### src/rtl/mem_pkg.sv
// Shared constants, lane helper and read-pipeline record for param_mem.
package mem_pkg;

  localparam int ADDR_W_DEF = 4;
  localparam int DATA_W_DEF = 32;
  localparam int RD_LAT_MAX = 4;

  // Pipeline record at the default width; rd_pipe re-declares the same layout at its own width.
  typedef struct packed {
    logic                  valid;
    logic [DATA_W_DEF-1:0] data;
  } rd_stage_t;

  function automatic int lanes(input int data_width);
    return data_width / 8;
  endfunction

endpackage

### src/rtl/rd_pipe.sv
// Read-latency shift register: carries {valid, data} from issue to the registered outputs.
module rd_pipe
  import mem_pkg::*;
#(
  parameter int Data_width = DATA_W_DEF,
  parameter int Rd_latency = 1
) (
  input  logic                  clk,
  input  logic                  rst,
  input  logic                  in_valid,
  input  logic [Data_width-1:0] in_data,
  output logic                  valid_out,
  output logic [Data_width-1:0] data_out
);

  localparam int Last = Rd_latency - 1;

  typedef struct packed {
    logic                  valid;
    logic [Data_width-1:0] data;
  } stage_t;

  stage_t                stage_q [Rd_latency];
  stage_t                stage_d [Rd_latency];
  logic                  valid_out_q, valid_out_d;
  logic [Data_width-1:0] data_out_q, data_out_d;

  always_comb begin
    stage_d[0].valid = in_valid;
    stage_d[0].data  = in_data;
    for (int i = 1; i < Rd_latency; i++) begin
      stage_d[i] = stage_q[i-1];
    end
    valid_out_d = stage_q[Last].valid;
    // Data_out only moves on a real read so it holds between reads.
    data_out_d  = stage_q[Last].valid ? stage_q[Last].data : data_out_q;
  end

  always_ff @(posedge clk) begin
    if (rst) begin
      for (int i = 0; i < Rd_latency; i++) begin
        stage_q[i] <= '0;
      end
      valid_out_q <= 1'b0;
      data_out_q  <= '0;
    end else begin
      for (int i = 0; i < Rd_latency; i++) begin
        stage_q[i] <= stage_d[i];
      end
      valid_out_q <= valid_out_d;
      data_out_q  <= data_out_d;
    end
  end

  assign valid_out = valid_out_q;
  assign data_out  = data_out_q;

endmodule

### src/rtl/param_mem.sv
// Single-port synchronous memory with byte-masked writes, write-first collisions
// and a configurable read-latency pipeline.
module param_mem
  import mem_pkg::*;
#(
  parameter int Addr_width = ADDR_W_DEF,
  parameter int Data_width = DATA_W_DEF,
  parameter int Rd_latency = 1
) (
  input  logic                         clk,
  input  logic                         rst,
  input  logic                         EN,
  input  logic                         wr_en,
  input  logic                         rd_en,
  input  logic [Addr_width-1:0]        add,
  input  logic [Data_width-1:0]        Data_in,
  input  logic [lanes(Data_width)-1:0] byte_en,
  output logic                         valid_out,
  output logic [Data_width-1:0]        Data_out
);

  localparam int Depth     = 2 ** Addr_width;
  localparam int Num_lanes = lanes(Data_width);

  if (Data_width % 8 != 0) begin : g_bad_width
    $error("param_mem: Data_width must be a multiple of 8");
  end
  if (Rd_latency < 1 || Rd_latency > RD_LAT_MAX) begin : g_bad_latency
    $error("param_mem: Rd_latency must be within 1..RD_LAT_MAX");
  end

  logic                  wr_issue, rd_issue;
  logic [Data_width-1:0] mem_q [Depth];
  logic [Data_width-1:0] mem_d [Depth];
  logic [Data_width-1:0] merged_word;
  logic [Data_width-1:0] rd_word;

  assign wr_issue = EN & wr_en;
  assign rd_issue = EN & rd_en;

  // The merged word serves both the write-back and the write-first read path.
  always_comb begin
    merged_word = mem_q[add];
    for (int i = 0; i < Num_lanes; i++) begin
      if (byte_en[i]) begin
        merged_word[8*i +: 8] = Data_in[8*i +: 8];
      end
    end
    mem_d = mem_q;
    if (wr_issue) begin
      mem_d[add] = merged_word;
    end
    rd_word = wr_issue ? merged_word : mem_q[add];
  end

  always_ff @(posedge clk) begin
    if (rst) begin
      for (int i = 0; i < Depth; i++) begin
        mem_q[i] <= '0;
      end
    end else begin
      mem_q <= mem_d;
    end
  end

  rd_pipe #(
    .Data_width(Data_width),
    .Rd_latency(Rd_latency)
  ) u_rd_pipe (
    .clk      (clk),
    .rst      (rst),
    .in_valid (rd_issue),
    .in_data  (rd_word),
    .valid_out(valid_out),
    .data_out (Data_out)
  );

endmodule
### config.mk
export PLATFORM = sky130hd
export DESIGN_NAME = param_mem
export DESIGN_NICKNAME = d
export VERILOG_FILES = /design/src/rtl/mem_pkg.sv /design/src/rtl/rd_pipe.sv /design/src/rtl/param_mem.sv
export SDC_FILE = /design/constraint.sdc
export NUM_CORES = 1
export LEC_CHECK = 0
export ABC_CLOCK_PERIOD_IN_PS = 6000
export CAP_MARGIN = 20
export CELL_PAD_IN_SITES_DETAIL_PLACEMENT = 0
export CELL_PAD_IN_SITES_GLOBAL_PLACEMENT = 1
export CORE_ASPECT_RATIO = 1.75
export CORE_UTILIZATION = 37
export DETAILED_ROUTE_END_ITERATION = 6
export PLACE_DENSITY = 0.61
export REMOVE_ABC_BUFFERS = 1
export SYNTH_ARGS = -nofsm -noshare
export SYNTH_HDL_FRONTEND = slang
export SYNTH_SLANG_ARGS = --single-unit
### constraint.sdc
create_clock -name clk -period 6 [get_ports clk]
set_clock_uncertainty 0.1 [all_clocks]
set_input_delay 1.2 -clock clk [delete_from_list [all_inputs] [get_ports clk]]
set_output_delay 1.2 -clock clk [all_outputs]
set_load 0.02 [all_outputs]
# == Yosys cells after proc, flatten, opt, wreduce, memory -nomap -nowiden ==
# Memories as Yosys holds them, arrays and structs flattened.
# Index checks and enable logic that the tools add are counted.
# totals
memories,1
elab_cells,42
register_bits,545
mem_bits_rw,33
# memory_table
name,words,width,rd,rd_ports_with_merged_regs,wr,line_no,text
u_rd_pipe.stage_q,1,33,1,0,1,rd_pipe.sv:23,stage_t stage_q [Rd_latency];
# op_classes
order_cmp,2
reduce_logical,2
mux,16
n_bitwise,3
# op_table
op,n
bitwise mux 512 bit,1
binary-select mux 32 bit (select 4 bit),1
demux 32 bit (select 4 bit),1
two-way mux 32 bit,4
two-way mux 33 bit,1
OR reduction 33 bit,1
two-way mux 8 bit,4
>= comparator 5 bit (second input constant),1
< comparator 5 x 1 -> 1 bit (second input constant),1
inverter 4 -> 5 bit,1
two-way mux 1 bit,4
AND 1 bit,2
logical AND 1 bit,1

# == Logic depth before layout (Yosys ltp) ==
# Gate-level depths: netlist of the first run.
# logic_depth
ltp_word,7
depth_mapped,9
ltp_nobuf,5

# == Cells and area by module ==
# Synthesis of the first run repeated with hierarchy kept, for this count alone.
# hier_totals
hier_cells,2598
area_unflattened_um2,24915.1
# modules_own_cells
mod,n_inst,area_per_inst_um2,cells_per_inst
param_mem,1,22831.9,2423
rd_pipe,1,2083.2,175

# == Worst setup path after synthesis of the first run ==
# Ideal clock, no wire load.
# synth_timing
path_type,input -> register
start,in add[0]
end,reg mem_q[367] in the netlist's numbering
setup_slack_ns,3.025
arrival_time_ns,2.738
setup_ns,0.138
path_stages,8
cell_sequence,buf_6 > buf_8 > buf_4 > mux2i_1 > a22oi_1 > a32oi_2 > o31a_1 > a211oi_1
# synth_via
elab_chain_len,6
# synth_lines
item,line_no,text
"start, declared",param_mem.sv:15,"input logic [Addr_width-1:0] add,"
inverter 4 -> 5 bit (not written as such) (*),"param_mem.sv:43, param_mem.sv:51",
">= comparator 5 bit (not written as such), or another cell as far along",param_mem.sv:51,mem_d[add] = merged_word;
logical AND 1 bit (not written as such) or two-way mux 32 bit (tied branches),"param_mem.sv:51, param_mem.sv:43",
"two-way mux 32 bit, on equally long branches","param_mem.sv:51, param_mem.sv:43",
demux 32 bit (select 4 bit) or two-way mux 8 bit (tied branches),"param_mem.sv:51, param_mem.sv:45",
bitwise mux 512 bit (*),param_mem.sv:51,
"end signal, assigned",param_mem.sv:62,mem_q <= mem_d;
"end, declared",param_mem.sv:33,logic [Data_width-1:0] mem_q [Depth];
# Every way passes the cells marked *; elsewhere a longest branch is shown, timed or not. The select of a mux whose other input is x is not followed.
# A chain may end at the register's enable or synchronous reset.

# == Worst setup path in the final report of the first run ==
# layout_timing
start,in add[3]
end,reg mem_q[318] in the netlist's numbering
# The elaborated chain is that of the path after synthesis.

==> results of run 1 <==
## worst max-delay path by stage
stage,to,cells past startpoint,startpoint
floorplan,mem_q[128]$_SDFFE_PP0P_,5,add[2]
global placement,mem_q[382]$_SDFFE_PP0P_,7,add[3]
detailed placement,mem_q[318]$_SDFFE_PP0P_,7,add[3]
CTS,mem_q[318]$_SDFFE_PP0P_,7,add[3]
global route,mem_q[382]$_SDFFE_PP0P_,7,add[3]
finish,mem_q[318]$_SDFFE_PP0P_,7,add[3]
## layout make-up
cell class / instances / area (um^2) / area share (%)
diodes: 1 / 2.50 / 0.00905
well taps: 882 / 1100 / 3.99
multi-input cells: 1718 / 11900 / 42.9
inverters: 1 / 3.75 / 0.0136
flip-flops and latches: 578 / 11600 / 41.9
repair buffers: 131 / 1350 / 4.88
clock buffers: 81 / 1640 / 5.92
clock inverters: 16 / 119 / 0.430
## synth_stat cells, types with 6 or more instances
cell type  instances
buf_6             14
o31a_1             6
a21o_1            31
o31a_2            22
dfxtp_1          578
nor2_1           547
nand2_1           10
a32oi_2           31
mux2i_1          228
a21oi_1           27
o22ai_1           29
buf_4             11
clkbuf_1         134
nor2b_1            6
mux2_2            58
buf_2             68
a22o_1            32
a22oi_1           64
a211oi_1         513
nand3_1           29
nor2_4             7
nor2_2            10
or3_1             26
and2_1             6
buf_1             14
nand2b_1           6
## layer usage
layer | global-route usage [%] | vias to the layer above | part of all wire (%)
met2 | 39.3 | 396 | 50
met5 | 0 | - | 0.015
met3 | 3.37 | 120 | 4.2
met1 | 27.5 | 9068 | 44
li1 | - | 9303 | -
met4 | 6.99 | 2 | 2.6
## cells in the final DEF (no fill, tap or decap), types with 2 or more instances in the layout
master	instances
dfxtp_1	577
nor2_1	547
a211oi_1	513
mux2i_1	228
clkdlybuf4s50_1	75
a22oi_1	64
mux2_2	58
clkbuf_16	57
buf_4	41
a22o_1	32
a32oi_2	31
a21o_1	31
nand3_1	29
o22ai_1	29
a21oi_1	27
or3_1	26
o31a_2	22
nor2_4	13
buf_12	13
clkbuf_8	12
clkbuf_1	12
nand2_1	10
clkinv_2	10
nand2b_1	6
o31a_1	6
and2_1	5
nor2b_1	5
o21ai_0	5
nor2_2	4
nor3_4	4
nor3_1	4
a31oi_1	4
clkinvlp_4	4
a2111oi_0	2
a2111o_1	2
buf_8	2
## cells by family (layout without fill, tap and decap cells)
logic type	after synthesis	count (layout)	share of synthesized area, %
compound gates	774	774	24.9
buf+inv	245	229	4.82
flops	578	578	47.1
mux	286	286	11.9
other cells	0	1	0
simple gates	658	658	11.3
## registers in the layout (all words and copies together), names as in the netlist
name	flops
u_rd_pipe.stage_q	33
mem_q	512
u_rd_pipe.data_out	32
u_rd_pipe.valid_out	1
## critical path, cell delays in order
cell	delay [ps]
clkdlybuf4s50_1	790
and2b_2	900
buf_12	320
a22oi_1	180
a32oi_2	480
nor2b_1	530
a211oi_1	160
## power breakdown
part / internal (mW) / leakage (nW) / switching [mW] / total [mW]
Sequential: 3.90 / 4.67 / 0.0279 / 3.93
Clock: 1.92 / 0.861 / 1.55 / 3.47
Combinational: 0.245 / 3.70 / 0.488 / 0.733
Total: 6.07 / 9.23 / 2.06 / 8.13
==> reports/results.ini, run 1 <==
[hold_path]
min_to = u_rd_pipe.data_out[2]$_SDFFE_PP0P_
min_path_cells = 2
min_from = u_rd_pipe.stage_q[0][2]$_SDFF_PP0_
min_path_type = reg2reg

[critical_path]
worstPathRequired_ps = 6370
path_max_fanout = 39
reg2reg_to = mem_q[318]$_SDFFE_PP0P_
rrSetupSlack_ps = 3960
r2r-start = mem_q[414]$_SDFFE_PP0P_
ff2ff_path_depth = 5
setup.worst_path.start_class = input port
worstPathArrival_ps = 4650
crit_type = in2reg
end_kind = flip-flop

[timing]
setup_viol_count_final = 0
rsz0062_at_grt = no
fmax_mhz = 234
fin_setup_tns_ps = 0
fin_crit_ps = 4280
worstMarginPinSlew_ps = 1060
relSlewSlack_pct = 28.8
slew_viol_final = 0
fin_hold_ws_ps = 367
hold_violations = 0
setup_ws_ps = 1720
min_period_over_period_pct = 71.3

[clock_tree]
numCtsBuffers = 56
cts_tree = yes
clock_latency_ps = 620
htreeDepth = 2
cts_setup_buffers = 0
cts_resized = 0
cts-root-buf = clkbuf_16
clkTransAtPathRegs_ps = 60
cts_hold_buf = 0
cts.sinks = 578
ctsLongestPathBuffers = 3

[routing]
vias_per_cell = 5.54
drt_pre_antenna_iters = 5
drc_errors = 0
drtIter0Drc = 1096
final_antenna_net_count = 0
wl_um = 75000
routed-via-count = 18889
avgRoutedWirePerCell_um = 22.0

[yosys]
yosysUniqueCellTypes = 44
synth_area_leaders = dfxtp_1, a211oi_1, mux2i_1, nor2_1, mux2_2
synth_seq_area_share_pct = 47.1
synth_edf_count = 0
synthesis.area_mm2 = 0.0246
ys_warn_count = 0
synth_cells = 2541
ys_seq_elements = 578
async_reset_ff_share_pct = 0
yosysTopAreaCellShare_pct = 47.1
synth_area_per_cell_um2 = 9.67
synth.largest_area_cell = dfxtp_1
ys.flop_type = dfxtp_1

[final_layout]
finalNetCount = 2531
num-fill-cells = 6392
layout.cells.non_filler = 3408
syn_to_final_growth_pct = 12.5
utilization_pct = 42.2
drive_above_1_share_pct = 11.2
postLayoutCellArea_mm2 = 0.0276

[global_routing]
grt_pass1_wl_um = 114000
grt_max_degree = 131
grt_pass1_vias = 18575
antenna_found_initial = 2
track_usage_pct = 22.2
grt-ovfl-total = 0

[floorplanning]
fp.dieH_um = 343
num_rows = 124
die_area_mm2 = 0.0675
coreArea_mm2 = 0.0655
die_w_um = 197
io_pins = 78
start_util_pct = 37.5

[power]
power_density_mw_per_mm2 = 294
power_mw = 8.13
leakage_nw = 9.23
ir_worst_vdd_uv = 207

[run_status]
outcome = finished clean

[place]
place_hpwl_um = 45300
placed_area_mm2 = 0.0259
gp_congestion = 0.760
dp.cells = 3310
pre_cts_slack_ps = 1080
io_buffers = 77

[run]
cap_violations = 0

Power figures use the tool's default switching activity.
==> run 2, diff against run 1 <==
--- a/config.mk
+++ b/config.mk
@@ -5,14 +5,14 @@
 export SDC_FILE = /design/constraint.sdc
 export NUM_CORES = 1
 export LEC_CHECK = 0
-export ABC_CLOCK_PERIOD_IN_PS = 6000
+export ABC_CLOCK_PERIOD_IN_PS = 3900
 export CAP_MARGIN = 20
 export CELL_PAD_IN_SITES_DETAIL_PLACEMENT = 0
 export CELL_PAD_IN_SITES_GLOBAL_PLACEMENT = 1
 export CORE_ASPECT_RATIO = 1.75
 export CORE_UTILIZATION = 37
 export DETAILED_ROUTE_END_ITERATION = 6
-export PLACE_DENSITY = 0.61
+export PLACE_DENSITY = 0.63
 export REMOVE_ABC_BUFFERS = 1
 export SYNTH_ARGS = -nofsm -noshare
 export SYNTH_HDL_FRONTEND = slang
==> constraint.sdc (replaced) <==
create_clock -name clk -period 3.9 [get_ports clk]
set_clock_uncertainty 0.1 [all_clocks]
set_input_delay 0.78 -clock clk [delete_from_list [all_inputs] [get_ports clk]]
set_output_delay 0.78 -clock clk [all_outputs]
set_load 0.02 [all_outputs]
==> reports/results.ini, run 2 (synthesis results as in run 1) <==
[clock_tree]
cts_resized = 0  ; unchanged
clkTransAtPathRegs_ps = 70  ; was 60 ps
numCtsBuffers = 54  ; was 56
cts-root-buf = clkbuf_16  ; unchanged
cts.sinks = 578  ; unchanged
ctsLongestPathBuffers = 3  ; unchanged
clock_latency_ps = 620  ; about the same
cts_setup_buffers = 0  ; unchanged
cts_hold_buf = 0  ; unchanged
htreeDepth = 2  ; unchanged
cts_tree = yes  ; unchanged

[global_routing]
grt_pass1_vias = 18892  ; was 18575
grt-ovfl-total = 0  ; unchanged
track_usage_pct = 22.2  ; about the same
grt_max_degree = 135  ; was 131
antenna_found_initial = 0  ; was 2
grt_pass1_wl_um = 116000  ; was 114000 um

[final_layout]
drive_above_1_share_pct = 13.0  ; was 11.2%
largest_reg_flops = 512  ; unchanged
largest_register = mem_q  ; unchanged
finalNetCount = 2579  ; was 2531
layout_commonest_cell = dfxtp_1  ; unchanged
postLayoutCellArea_mm2 = 0.0282  ; was 0.0276 mm^2
layout.cells.non_filler = 3457  ; was 3408
syn_to_final_growth_pct = 14.8  ; was 12.5%
utilization_pct = 43.1  ; was 42.2%
diodes = 0  ; was 1
final_cell_mix = dfxtp_1, nor2_1, a211oi_1  ; unchanged

[place]
place_hpwl_um = 43700  ; was 45300 um
io_buffers = 77  ; unchanged
gp_congestion = 0.765  ; was 0.760
pre_cts_slack_ps = 341  ; was 1080 ps
dp.cells = 3360  ; was 3310
placed_area_mm2 = 0.0264  ; was 0.0259 mm^2

[routing]
avgRoutedWirePerCell_um = 21.7  ; was 22.0 um
drtIter0Drc = 1300  ; was 1096
routed-via-count = 19275  ; was 18889
drc_errors = 0  ; unchanged
wl_um = 74900  ; was 75000 um
final_antenna_net_count = 0  ; unchanged
vias_per_cell = 5.58  ; was 5.54
drt_pre_antenna_iters = 7  ; was 5

[power]
ir_worst_vdd_uv = 300  ; was 207 uV
power_density_mw_per_mm2 = 447  ; was 294 mW/mm^2
leakage_nw = 9.52  ; was 9.23 nW
power_mw = 12.6  ; was 8.13 mW

[timing]
fmax_mhz = 336
worstMarginPinSlew_ps = 936  ; was 1060 ps
relSlewSlack_pct = 37.4  ; was 28.8%
rsz0062_at_grt = no  ; unchanged
setup_ws_ps = 923  ; was 1720 ps
slew_viol_final = 0  ; unchanged
fin_setup_tns_ps = 0  ; unchanged
fin_hold_ws_ps = 353  ; was 367 ps
setup_viol_count_final = 0  ; unchanged
hold_violations = 0  ; unchanged
fin_crit_ps = 2980
min_period_over_period_pct = 76.3

[hold_path]
min_path_type = reg2reg  ; unchanged

[floorplanning]
fp.dieH_um = 343  ; unchanged
start_util_pct = 37.5  ; unchanged
io_pins = 78  ; unchanged
num_rows = 124  ; unchanged
die_w_um = 197  ; unchanged
die_area_mm2 = 0.0675  ; unchanged
coreArea_mm2 = 0.0655  ; unchanged

[run_status]
outcome = finished clean  ; unchanged

[critical_path]
worstPathArrival_ps = 3320  ; was 4650 ps
crit_type = in2reg  ; unchanged
setup.worst_path.start_class = input port  ; unchanged
path_max_fanout = 24  ; was 39
worstPathRequired_ps = 4250  ; was 6370 ps
end_kind = flip-flop  ; unchanged

[run]
cap_violations = 0  ; unchanged

## run 2: cell types whose count changed in the layout (fill, tap and decap cells not counted), moves of 2 or more
cell,before,now
buf_12,13,27
buf_4,41,77
clkbuf_1,12,10
clkbuf_16,57,55
clkbuf_8,12,15
## run 2: final cells by class
class | count | area (um^2)
Clock inverter | 17 | 146
Sequential cell | 578 | 11600
Fill cell | 6371 | 37300
Timing Repair Buffer | 181 | 1900
Inverter | 1 | 3.75
Clock buffer | 80 | 1620
Multi-Input combinational cell | 1718 | 11900
Tap cell | 882 | 1100
## run 2: metal layers
layer	track usage, %	up-vias	wire length [um]
li1	-	9380	-
met1	29.2	9348	33700
met2	38.0	424	36200
met3	2.29	123	2830
met4	7.01	0	2080
met5	0	-	0
## run 2: path summary, 6_finish.rpt
path         slack (ps)  cells after the start                           startpoint                             endpoint
min reg2reg         350                      2  u_rd_pipe.stage_q[0][15]$_SDFF_PP0_  u_rd_pipe.data_out[15]$_SDFFE_PP0P_
max                 920                      7                               add[1]               mem_q[48]$_SDFFE_PP0P_
min                 350                      2  u_rd_pipe.stage_q[0][15]$_SDFF_PP0_  u_rd_pipe.data_out[15]$_SDFFE_PP0P_
max reg2reg        2140                      3  u_rd_pipe.stage_q[0][32]$_SDFF_PP0_  u_rd_pipe.data_out[24]$_SDFFE_PP0P_
## run 2: power breakdown
group          leakage (nW)  internal [mW]  switching (mW)
combinational          3.98          0.431           0.757
sequential             4.67           6.00          0.0482
clock                 0.874           3.00            2.36
## run 2: worst max-delay path, cell delays in order
cell	delay, ps
clkdlybuf4s50_1	580
and2b_2	690
buf_12	290
a22oi_1	150
a32oi_2	300
o31a_1	380
a211oi_1	120
==> variant, RTL diff (flow settings as in run 2) <==
`data_out_q` no longer has a reset.
--- a/src/rtl/rd_pipe.sv
+++ b/src/rtl/rd_pipe.sv
@@ -42,14 +42,16 @@
         stage_q[i] <= '0;
       end
       valid_out_q <= 1'b0;
-      data_out_q  <= '0;
     end else begin
       for (int i = 0; i < Rd_latency; i++) begin
         stage_q[i] <= stage_d[i];
       end
       valid_out_q <= valid_out_d;
-      data_out_q  <= data_out_d;
     end
+  end
+
+  always_ff @(posedge clk) begin
+    data_out_q <= data_out_d;
   end
 
   assign valid_out = valid_out_q;
Behaviour: differs if rst is asserted again (counterexample within 4 cycles, from zero or initial values and one cycle with rst high); with rst held inactive, the same outputs for 4 cycles.
==> variant against run 2 <==
- non-clock buffer count shrank 6
- area after synthesis shrank 0.66%
- die area shrank 0.66%
- combinational power shrank 3%
- routed wire length shrank 5.7%
- power shrank 2.1%
- clock power shrank 5.2%
- cell area shrank 1.0%
- worst setup slack gained 4.9 ps
- sequential cell count is the same
- synthesized cell count shrank 2.8%
- largest cell class is now flip-flops and latches
- global-route usage shrank 1.0 points
==> variant: results (changes against run 2) <==
----------------------------------------------------
[Run status]
  Result of the run ... completed (unchanged)

[Place]
  Placed standard-cell area ... 26250 sq um (was 26440 sq um)
  Total half-perimeter wirelength after legalization and detailed placement ... 43290 microns (was 43720 microns)
  Worst setup timing slack at the placement stage ... 364.8 ps (was 340.6 ps)
  Final weighted congestion in routability-driven placement ... 0.8261 (was 0.7652)
  Placed Cells incl. Taps ... 3290 (was 3360)

[Global route]
  Maximum number of pins on one net before global-route repair ... 84 (was 135)
  Number of global-route vias before repair ... 18290 (was 18890)
  Met2 track demand over resource ... 36.88% (was 37.96%)
  Global-route wire length before repair ... 109800 microns (was 115700 microns)

[Routing]
  Met2 wire length ... 35070 microns (was 36240 microns)
  Overall via count from detail_route ... 18590 (was 19280)
  Router iterations before antenna repair ... 5 (was 7)
  Violation count after the first detailed-route iteration ... 1234 (was 1300)
  Wire length after detailed routing ... 70570 microns (was 74870 microns)

[Yosys]
  Sequential element share of the synthesized area ... 48.73% (was 47.10%)
  Post-synthesis compound-gate area fraction ... 24.96% (was 24.87%)
  Gate Count Post-Synth ... 2470 (was 2541)
  Largest cells by area after synthesis ... dfxtp_1 (45%), a211oi_1 (16%), mux2i_1 (8.0%), nor2_1 (7.9%), edfxtp_1 (3.9%) (was dfxtp_1 (47%), a211oi_1 (16%), mux2i_1 (9.3%), nor2_1 (8.4%), mux2_2 (2.7%))

[Worst setup path]
  Internal reg-to-reg setup slack ... 1980 ps (was 2140 ps)
  Largest stage delay on the critical path ... 780 ps (was 690 ps)

[Power and ir drop]
  Maximum resistive drop on vdd ... 261.5 uV (was 299.8 uV)
  Leakage power total ... 9.383 nW (was 9.524 nW)

[STA]
  Hold_ws ... 303.8 ps (was 353.5 ps)
  Actual transition at the worst max-transition pin ... 945.9 ps (was 936.3 ps)

[Layout]
  Non-filler instance count after layout ... 3385 (was 3457)

----------------------------------------------------
==> variant: cell types whose count changed in the layout (fill, tap and decap cells not counted), sizes merged <==
cell / change
edfxtp: +32
clkinvlp: -3
dfxtp: -32
nor2: -32
clkbuf: -2
mux2i: -32
inv: -1
buf: -6
clkinv: +4
==> variant: layout make-up <==
cell class,count,area [sq um]
Timing Repair Buffer,175,1854
Multi-Input combinational cell,1654,11400
Clock buffer,78,1530
Sequential cell,578,11890
Fill cell,6292,37400
Tap cell,882,1104
Inverter,1,3.754
Clock inverter,17,130.1
==> variant: power by group through the flow <==
stage / Combinational [mW] / Sequential [mW] / Clock [mW]
3_3_place_gp: 1.13 / 6.24 / 0
4_1_cts: 1.15 / 6.11 / 5.22
3_5_place_dp: 1.14 / 6.24 / 0
2_1_floorplan: 0.550 / 6.24 / 0
6_report: 1.15 / 6.11 / 5.08
5_1_grt: 1.23 / 6.12 / 5.44
